--- src/rtl/collector_pkg.sv ---
// Shared constants and helpers for the serial-to-parallel collector and its FIFO.
package collector_pkg;

  // Ceiling log2 (0 for v <= 1); sizes pointers and counters.
  function automatic int unsigned clog2_f(input int unsigned v);
    int unsigned r;
    r = 0;
    while ((64'd1 << r) < 64'(v)) r++;
    return r;
  endfunction

  function automatic int unsigned beats_f(input int unsigned width, input int unsigned lanes);
    return width / lanes;
  endfunction

  // Word must split evenly into lanes; FIFO depth must be a power of two, at least 2.
  function automatic bit cfg_ok_f(input int unsigned width, input int unsigned lanes,
                                  input int unsigned depth);
    return (lanes != 0) && (width % lanes == 0) && (depth >= 2) && ((depth & (depth - 1)) == 0);
  endfunction

endpackage

--- src/rtl/sync_fifo.sv ---
// Synchronous FIFO with registered head word (0 when empty) and simultaneous push/pop.
module sync_fifo
  import collector_pkg::*;
#(
  parameter int unsigned WIDTH = 25,
  parameter int unsigned DEPTH = 4
) (
  input  logic                             clk_i,
  input  logic                             rst_i,
  input  logic                             push_i,
  input  logic [WIDTH-1:0]                 wdata_i,
  input  logic                             pop_i,
  output logic [WIDTH-1:0]                 rdata_o,
  output logic                             valid_o,
  output logic                             full_o,
  output logic [clog2_f(DEPTH+1)-1:0]      count_o
);

  localparam int unsigned PW = clog2_f(DEPTH);
  localparam int unsigned CW = clog2_f(DEPTH + 1);

  logic [WIDTH-1:0] mem_q [DEPTH];
  logic [PW-1:0]    rd_q, rd_d, wr_q, wr_d;
  logic [CW-1:0]    cnt_q, cnt_d;
  logic [WIDTH-1:0] head_q, head_d;
  logic             valid_q, full_q;
  logic             pop_c, push_c;

  // Pop is ignored when empty; a push into a full FIFO needs a same-cycle pop.
  assign pop_c  = pop_i & valid_q;
  assign push_c = push_i & (~full_q | pop_c);

  always_comb begin
    rd_d   = rd_q;
    wr_d   = wr_q;
    cnt_d  = cnt_q;
    head_d = head_q;
    if (pop_c)  rd_d = rd_q + PW'(1);
    if (push_c) wr_d = wr_q + PW'(1);
    if (push_c && !pop_c)      cnt_d = cnt_q + CW'(1);
    else if (pop_c && !push_c) cnt_d = cnt_q - CW'(1);
    // Head is kept in a register so data never depends combinationally on inputs.
    if (pop_c) begin
      if (cnt_q == CW'(1)) head_d = push_c ? wdata_i : '0;
      else                 head_d = mem_q[rd_q + PW'(1)];
    end else if (!valid_q && push_c) begin
      head_d = wdata_i;
    end
  end

  always_ff @(posedge clk_i or posedge rst_i) begin
    if (rst_i) begin
      rd_q    <= '0;
      wr_q    <= '0;
      cnt_q   <= '0;
      head_q  <= '0;
      valid_q <= 1'b0;
      full_q  <= 1'b0;
    end else begin
      rd_q    <= rd_d;
      wr_q    <= wr_d;
      cnt_q   <= cnt_d;
      head_q  <= head_d;
      valid_q <= (cnt_d != '0);
      full_q  <= (cnt_d == CW'(DEPTH));
    end
  end

  always_ff @(posedge clk_i) begin
    if (push_c) mem_q[wr_q] <= wdata_i;
  end

  assign rdata_o = head_q;
  assign valid_o = valid_q;
  assign full_o  = full_q;
  assign count_o = cnt_q;

endmodule

--- src/rtl/multilane_collector.sv ---
// Multi-lane serial-to-parallel collector: assembles LANES bits per beat into
// OUTPUT_WIDTH-bit words and queues them in a FIFO with sticky overrun reporting.
module multilane_collector
  import collector_pkg::*;
#(
  parameter int unsigned OUTPUT_WIDTH = 25,
  parameter int unsigned LANES        = 1,
  parameter int unsigned DEPTH        = 4,
  parameter bit          LSB_FIRST    = 1'b1
) (
  input  logic                          fast_clk,
  input  logic                          reset,
  input  logic [LANES-1:0]              serial_in,
  input  logic                          bit_valid,
  input  logic                          align,
  output logic [OUTPUT_WIDTH-1:0]       data,
  output logic                          data_valid,
  input  logic                          data_take,
  output logic [clog2_f(DEPTH+1)-1:0]   word_count,
  output logic                          overrun,
  input  logic                          overrun_clr
);

  localparam int unsigned BEATS = beats_f(OUTPUT_WIDTH, LANES);
  localparam int unsigned BW    = (BEATS > 1) ? clog2_f(BEATS) : 1;

  if (!cfg_ok_f(OUTPUT_WIDTH, LANES, DEPTH)) begin : g_cfg_err
    $error("multilane_collector: OUTPUT_WIDTH must be a multiple of LANES and DEPTH a power of two >= 2");
  end

  logic [BW-1:0]           beat_q, beat_d, beat_c;
  logic [OUTPUT_WIDTH-1:0] sr_q, sr_d;
  logic                    overrun_q, overrun_d;
  logic                    done_c, push_c, ovr_set_c, fifo_full;

  // Slice write for the effective beat; align restarts the word at beat 0.
  always_comb begin
    beat_c = align ? '0 : beat_q;
    beat_d = beat_q;
    sr_d   = sr_q;
    done_c = 1'b0;
    if (bit_valid) begin
      for (int unsigned b = 0; b < BEATS; b++) begin
        if (beat_c == BW'(b)) begin
          if (LSB_FIRST) sr_d[b*LANES +: LANES] = serial_in;
          else           sr_d[OUTPUT_WIDTH-(b+1)*LANES +: LANES] = serial_in;
        end
      end
      done_c = (beat_c == BW'(BEATS - 1));
      beat_d = done_c ? '0 : beat_c + BW'(1);
    end else if (align) begin
      beat_d = '0;
    end
  end

  assign push_c    = done_c & (~fifo_full | data_take);
  assign ovr_set_c = done_c & fifo_full & ~data_take;

  always_comb begin
    overrun_d = overrun_q;
    if (overrun_clr) overrun_d = 1'b0;
    if (ovr_set_c)   overrun_d = 1'b1;
  end

  always_ff @(posedge fast_clk or posedge reset) begin
    if (reset) begin
      beat_q    <= '0;
      sr_q      <= '0;
      overrun_q <= 1'b0;
    end else begin
      beat_q    <= beat_d;
      sr_q      <= sr_d;
      overrun_q <= overrun_d;
    end
  end

  sync_fifo #(
    .WIDTH (OUTPUT_WIDTH),
    .DEPTH (DEPTH)
  ) u_fifo (
    .clk_i   (fast_clk),
    .rst_i   (reset),
    .push_i  (push_c),
    .wdata_i (sr_d),
    .pop_i   (data_take),
    .rdata_o (data),
    .valid_o (data_valid),
    .full_o  (fifo_full),
    .count_o (word_count)
  );

  assign overrun = overrun_q;

endmodule

--- config.mk ---
export PLATFORM = sky130hd
export DESIGN_NAME = multilane_collector
export DESIGN_NICKNAME = d
export VERILOG_FILES = /design/src/rtl/collector_pkg.sv /design/src/rtl/sync_fifo.sv /design/src/rtl/multilane_collector.sv
export SDC_FILE = /design/constraint.sdc
export NUM_CORES = 1
export LEC_CHECK = 0
export ABC_AREA = 1
export BUFFER_PORTS_ARGS = -buffer_cell sky130_fd_sc_hd__buf_2
export CAP_MARGIN = 40
export CELL_PAD_IN_SITES_DETAIL_PLACEMENT = 2
export CELL_PAD_IN_SITES_GLOBAL_PLACEMENT = 2
export CORE_MARGIN = 2
export CORE_UTILIZATION = 42
export DETAILED_ROUTE_END_ITERATION = 12
export PLACE_DENSITY_LB_ADDON = 0.1
export RECOVER_POWER = 25
export SYNTH_ARGS = -nofsm -noshare
export SYNTH_HDL_FRONTEND = slang
export SYNTH_HIERARCHICAL = 1
export SYNTH_SLANG_ARGS = --single-unit
--- constraint.sdc ---
create_clock -name fast_clk -period 5.07 [get_ports fast_clk]
set_clock_uncertainty 0.05 [all_clocks]
set_input_delay 0 -clock fast_clk [delete_from_list [all_inputs] [get_ports fast_clk]]
set_output_delay 0 -clock fast_clk [all_outputs]
set_load 0.02 [all_outputs]
==> flow_metrics.py <==
metrics = {
    "hold_path": {
        "hold_class": "in -> reg",
    },
    "logic_synthesis": {
        "ys_types": 35,
        "yosys.area.top_type": "edfxtp_1",
        "synth-seq-area-share": 0.609,
        "synth.ff_latch_count": 165,
        "yosys-top-cells-area": "edfxtp_1 (40%), dfrtp_1 (21%), nand2_1 (14%)",
        "synth_fp_nets": 828,
        "synth_area_sq_um": 7600,
        "ys_warn_count": 6,
        "postSynthAreaPerCell_sq_um": 9.39,
        "synth_top_area_frac": 0.395,
        "syn-instance-count": 809,
    },
    "global_route": {
        "antenna_found_initial": 0,
        "grt_pass1_wl_microns": 37500,
        "grt_pass1_vias": 6497,
        "track_usage": 0.255,
        "overflow": 0,
        "grt_max_degree": 52,
    },
    "timing": {
        "drv_slew": 67,
        "fin_crit_sh": 0.573,
        "tightestPinTransition_ps": 2140,
        "max_freq_mhz": 344,
        "fin_setup_tns_ps": 0,
        "finalSetupViolations": 0,
        "rsz0062_at_grt": "false",
        "timing.hold.ws_ps": 142,
        "slew_headroom": -0.426,
        "hold_viol": 0,
        "finalWorstPathRequiredPeriod_ps": 2910,
    },
    "cts": {
        "cts_setup_buffers": 0,
        "root_buffer": "clkbuf_16",
        "numCtsBuffers": 17,
        "htree_levels": 4,
        "cts_tree": "built",
        "cts-resized-gates": 0,
        "tritoncts_num_sinks": 165,
        "clk_pin_slew_ps": 60,
        "clkLatencyLatePin_ps": 430,
        "clockBufferDepth": 2,
    },
    "routing": {
        "via_per_inst": 5.17,
        "vias": 5645,
        "met1Wirelength_microns": 9890,
        "drt_iter0_drc": 256,
        "highest_layer": "met4",
        "met2WireLength_microns": 11900,
        "drc": 0,
        "wl_per_cell_microns": 20.9,
        "wl_microns": 22800,
        "antenna_violating_nets_post_route": 0,
        "wl_met3_microns": 732,
        "drtPass1Iterations": 4,
    },
    "outcome": {
        "status": "complete, but fails checks",
        "violations": "max-capacitance violations, max-slew violations",
    },
    "cells_and_area": {
        "nFillCells": 1918,
        "num_antenna_cells": 0,
        "area_delta_synth_final_pct": 12.6,
        "fin_util": 0.479,
        "regArea_sq_um": 4630,
        "fin_nets": 868,
        "drive_above_1_share": 0.0928,
        "multi_input_area_sq_um": 2500,
    },
    "worst_setup_path": {
        "slowest_stage": "o31ai_4",
        "end_kind": "flop",
        "cp-start-kind": "primary input",
        "cp_max_fo": 15,
        "crit_chain": "dlygate4sd3_1 -> buf_2 -> inv_2 -> nand2_1 -> ha_1 -> nand3_4 -> nor2_4 -> nand2_4 -> a21oi_2 -> inv_2 -> o31ai_4 -> buf_8 -> nor2_1 -> a21oi_1",
        "arrival_ps": 3200,
        "slowest_delay_ps": 530,
        "crit_path_frequent_cell": "inv_2",
        "crit_required_ps": 5360,
        "crit_type": "in -> reg",
    },
    "die": {
        "start_util": 0.426,
        "coreArea_sq_um": 17800,
        "rows": 49,
        "die_h_microns": 138,
        "die_area_sq_um": 19200,
        "ios": 37,
        "dieWidth_microns": 138,
    },
    "placed_design": {
        "gp_congestion": 0.773,
        "io_buffer_count": 36,
        "place_hpwl_microns": 14000,
    },
    "power": {
        "vdd_drop_max_mv": 0.230,
        "pwr_density_cell_nw_per_um2": 443,
        "leakagePower_nw": 3.83,
    },
    "job": {
        "timing.max_cap.violations": 2,
    },
}
[layout make-up]
type | instances | share of cell area
clock inverter | 9 | 0.0151
sequential | 165 | 0.541
clock buffer | 23 | 0.0547
inverter | 69 | 0.0307
multi-input combinational | 544 | 0.292
tap | 229 | 0.0335
timing repair buffer | 52 | 0.0331
[logic make-up after synthesis]
| group | count (synthesis) | share of synthesized area |
|---|---|---|
| xor gates and xnor gates | 5 | 0.00577 |
| adders and majority gates | 12 | 0.0198 |
| muxes | 1 | 0.00132 |
| AOI/OAI and AO/OA | 46 | 0.0384 |
| DFF | 165 | 0.609 |
| and+or+nand+nor | 480 | 0.262 |
| buffers and inverters | 100 | 0.0633 |
[path summary, 6_finish.rpt]
| path | startpoint | to | slack (ps) | depth (start not counted) |
|---|---|---|---|---|
| max | align | u_fifo/rdata_o[7] | 2160 | 14 |
| min in group asynchronous | reset | sr_q[5] | 780 | 4 |
| min reg2reg | u_fifo/rdata_o[12] | u_fifo/rdata_o[12] | 480 | 2 |
| max in group asynchronous | reset | u_fifo/rdata_o[21] | 2840 | 4 |
| max reg2reg | beat_q[0] | u_fifo/rdata_o[7] | 2170 | 11 |
| min | serial_in | sr_q[15] | 140 | 3 |
[metal layers]
metal | GRT usage | up-vias
met5 | 0 | -
met4 | 0.0677 | 0
met3 | 0.0343 | 26
met2 | 0.453 | 76
met1 | 0.331 | 2898
li1 | - | 2645
[sequential cells by signal (all words and copies together), names as in the netlist]
register        cells
u_fifo/count_o      3
sr_q               25
u_fifo/rd_q         2
u_fifo/wr_q         2
u_fifo/rdata_o     25
u_fifo/full_o       1
beat_q              5
u_fifo/mem_q      100
overrun             1
u_fifo/valid_o      1
[worst max-delay path: cells and delay by family]
family / cells / cell delay (ps)
buffers and inverters: 5 / 1170
adder cells (fa/ha/maj): 1 / 300
AO/OA/AOI/OAI: 3 / 1030
AND/OR/NAND/NOR: 5 / 670
[cells in the mapped netlist]
master	count
o21bai_2	1
nand2_2	6
dfrtp_1	65
inv_1	63
clkinv_1	1
nand3_2	2
inv_4	1
buf_6	6
nand2_1	288
o21bai_1	3
buf_2	7
nand2_4	5
clkbuf_1	7
o31ai_4	1
xor2_1	3
clkbuf_8	1
nand3_1	12
o21ai_1	1
clkinv_2	1
nor2_1	137
o21ai_2	3
mux2i_1	1
a21oi_2	1
nand4_1	7
a31oi_4	1
buf_4	10
nor3_1	17
ha_1	12
nor2_4	2
nand3_4	4
a21oi_1	30
o21ai_0	5
edfxtp_1	100
inv_2	3
xnor2_1	2
[stage by stage]
step	instance area (sq um)	std cells	worst slack, ps	power, mW
6_report	8550	1091	2160	3.79
5_1_grt	8550	1091	1940	3.97
3_3_place_gp	7920	1052	2190	2.44
3_5_place_dp	7940	1053	2270	2.49
4_1_cts	8590	1091	2140	3.84
2_1_floorplan	7600	809	2030	2.19
[timing repair]
action                                 4_1_cts  5_1_grt
setup endpoints to repair                    0        0
hold buffers                                 6        0
endpoints found under the hold margin       71        0
[cell usage in the layout (no fill, tap or decap), types with 2 or more instances in the layout]
| cell | count |
|---|---|
| clkinv_1 | 2 |
| clkbuf_8 | 2 |
| ha_1 | 12 |
| bufinv_16 | 3 |
| buf_4 | 7 |
| nor2_1 | 133 |
| edfxtp_1 | 100 |
| nor3_1 | 17 |
| nand3_2 | 2 |
| nand2_2 | 6 |
| a21oi_1 | 30 |
| o21ai_0 | 5 |
| nand3_4 | 4 |
| nand4_1 | 7 |
| clkbuf_16 | 17 |
| o21bai_1 | 3 |
| nor2_4 | 2 |
| nand3_1 | 12 |
| clkinvlp_4 | 4 |
| o21ai_2 | 3 |
| xor2_1 | 3 |
| nor2_2 | 4 |
| dlygate4sd3_1 | 6 |
| xnor2_1 | 2 |
| inv_2 | 3 |
| dfrtp_1 | 65 |
| clkinv_2 | 2 |
| inv_1 | 63 |
| nand2_1 | 288 |
| clkbuf_1 | 32 |
| nand2_4 | 5 |
| buf_2 | 10 |
[power by group]
group / total (mW) / switching, mW / internal [mW]
clock network: 1.33 / 0.531 / 0.799
logic: 0.851 / 0.639 / 0.212
registers: 1.61 / 0.0746 / 1.53
total: 3.79 / 1.24 / 2.54
No activity file was read; power rests on OpenSTA's default activity.
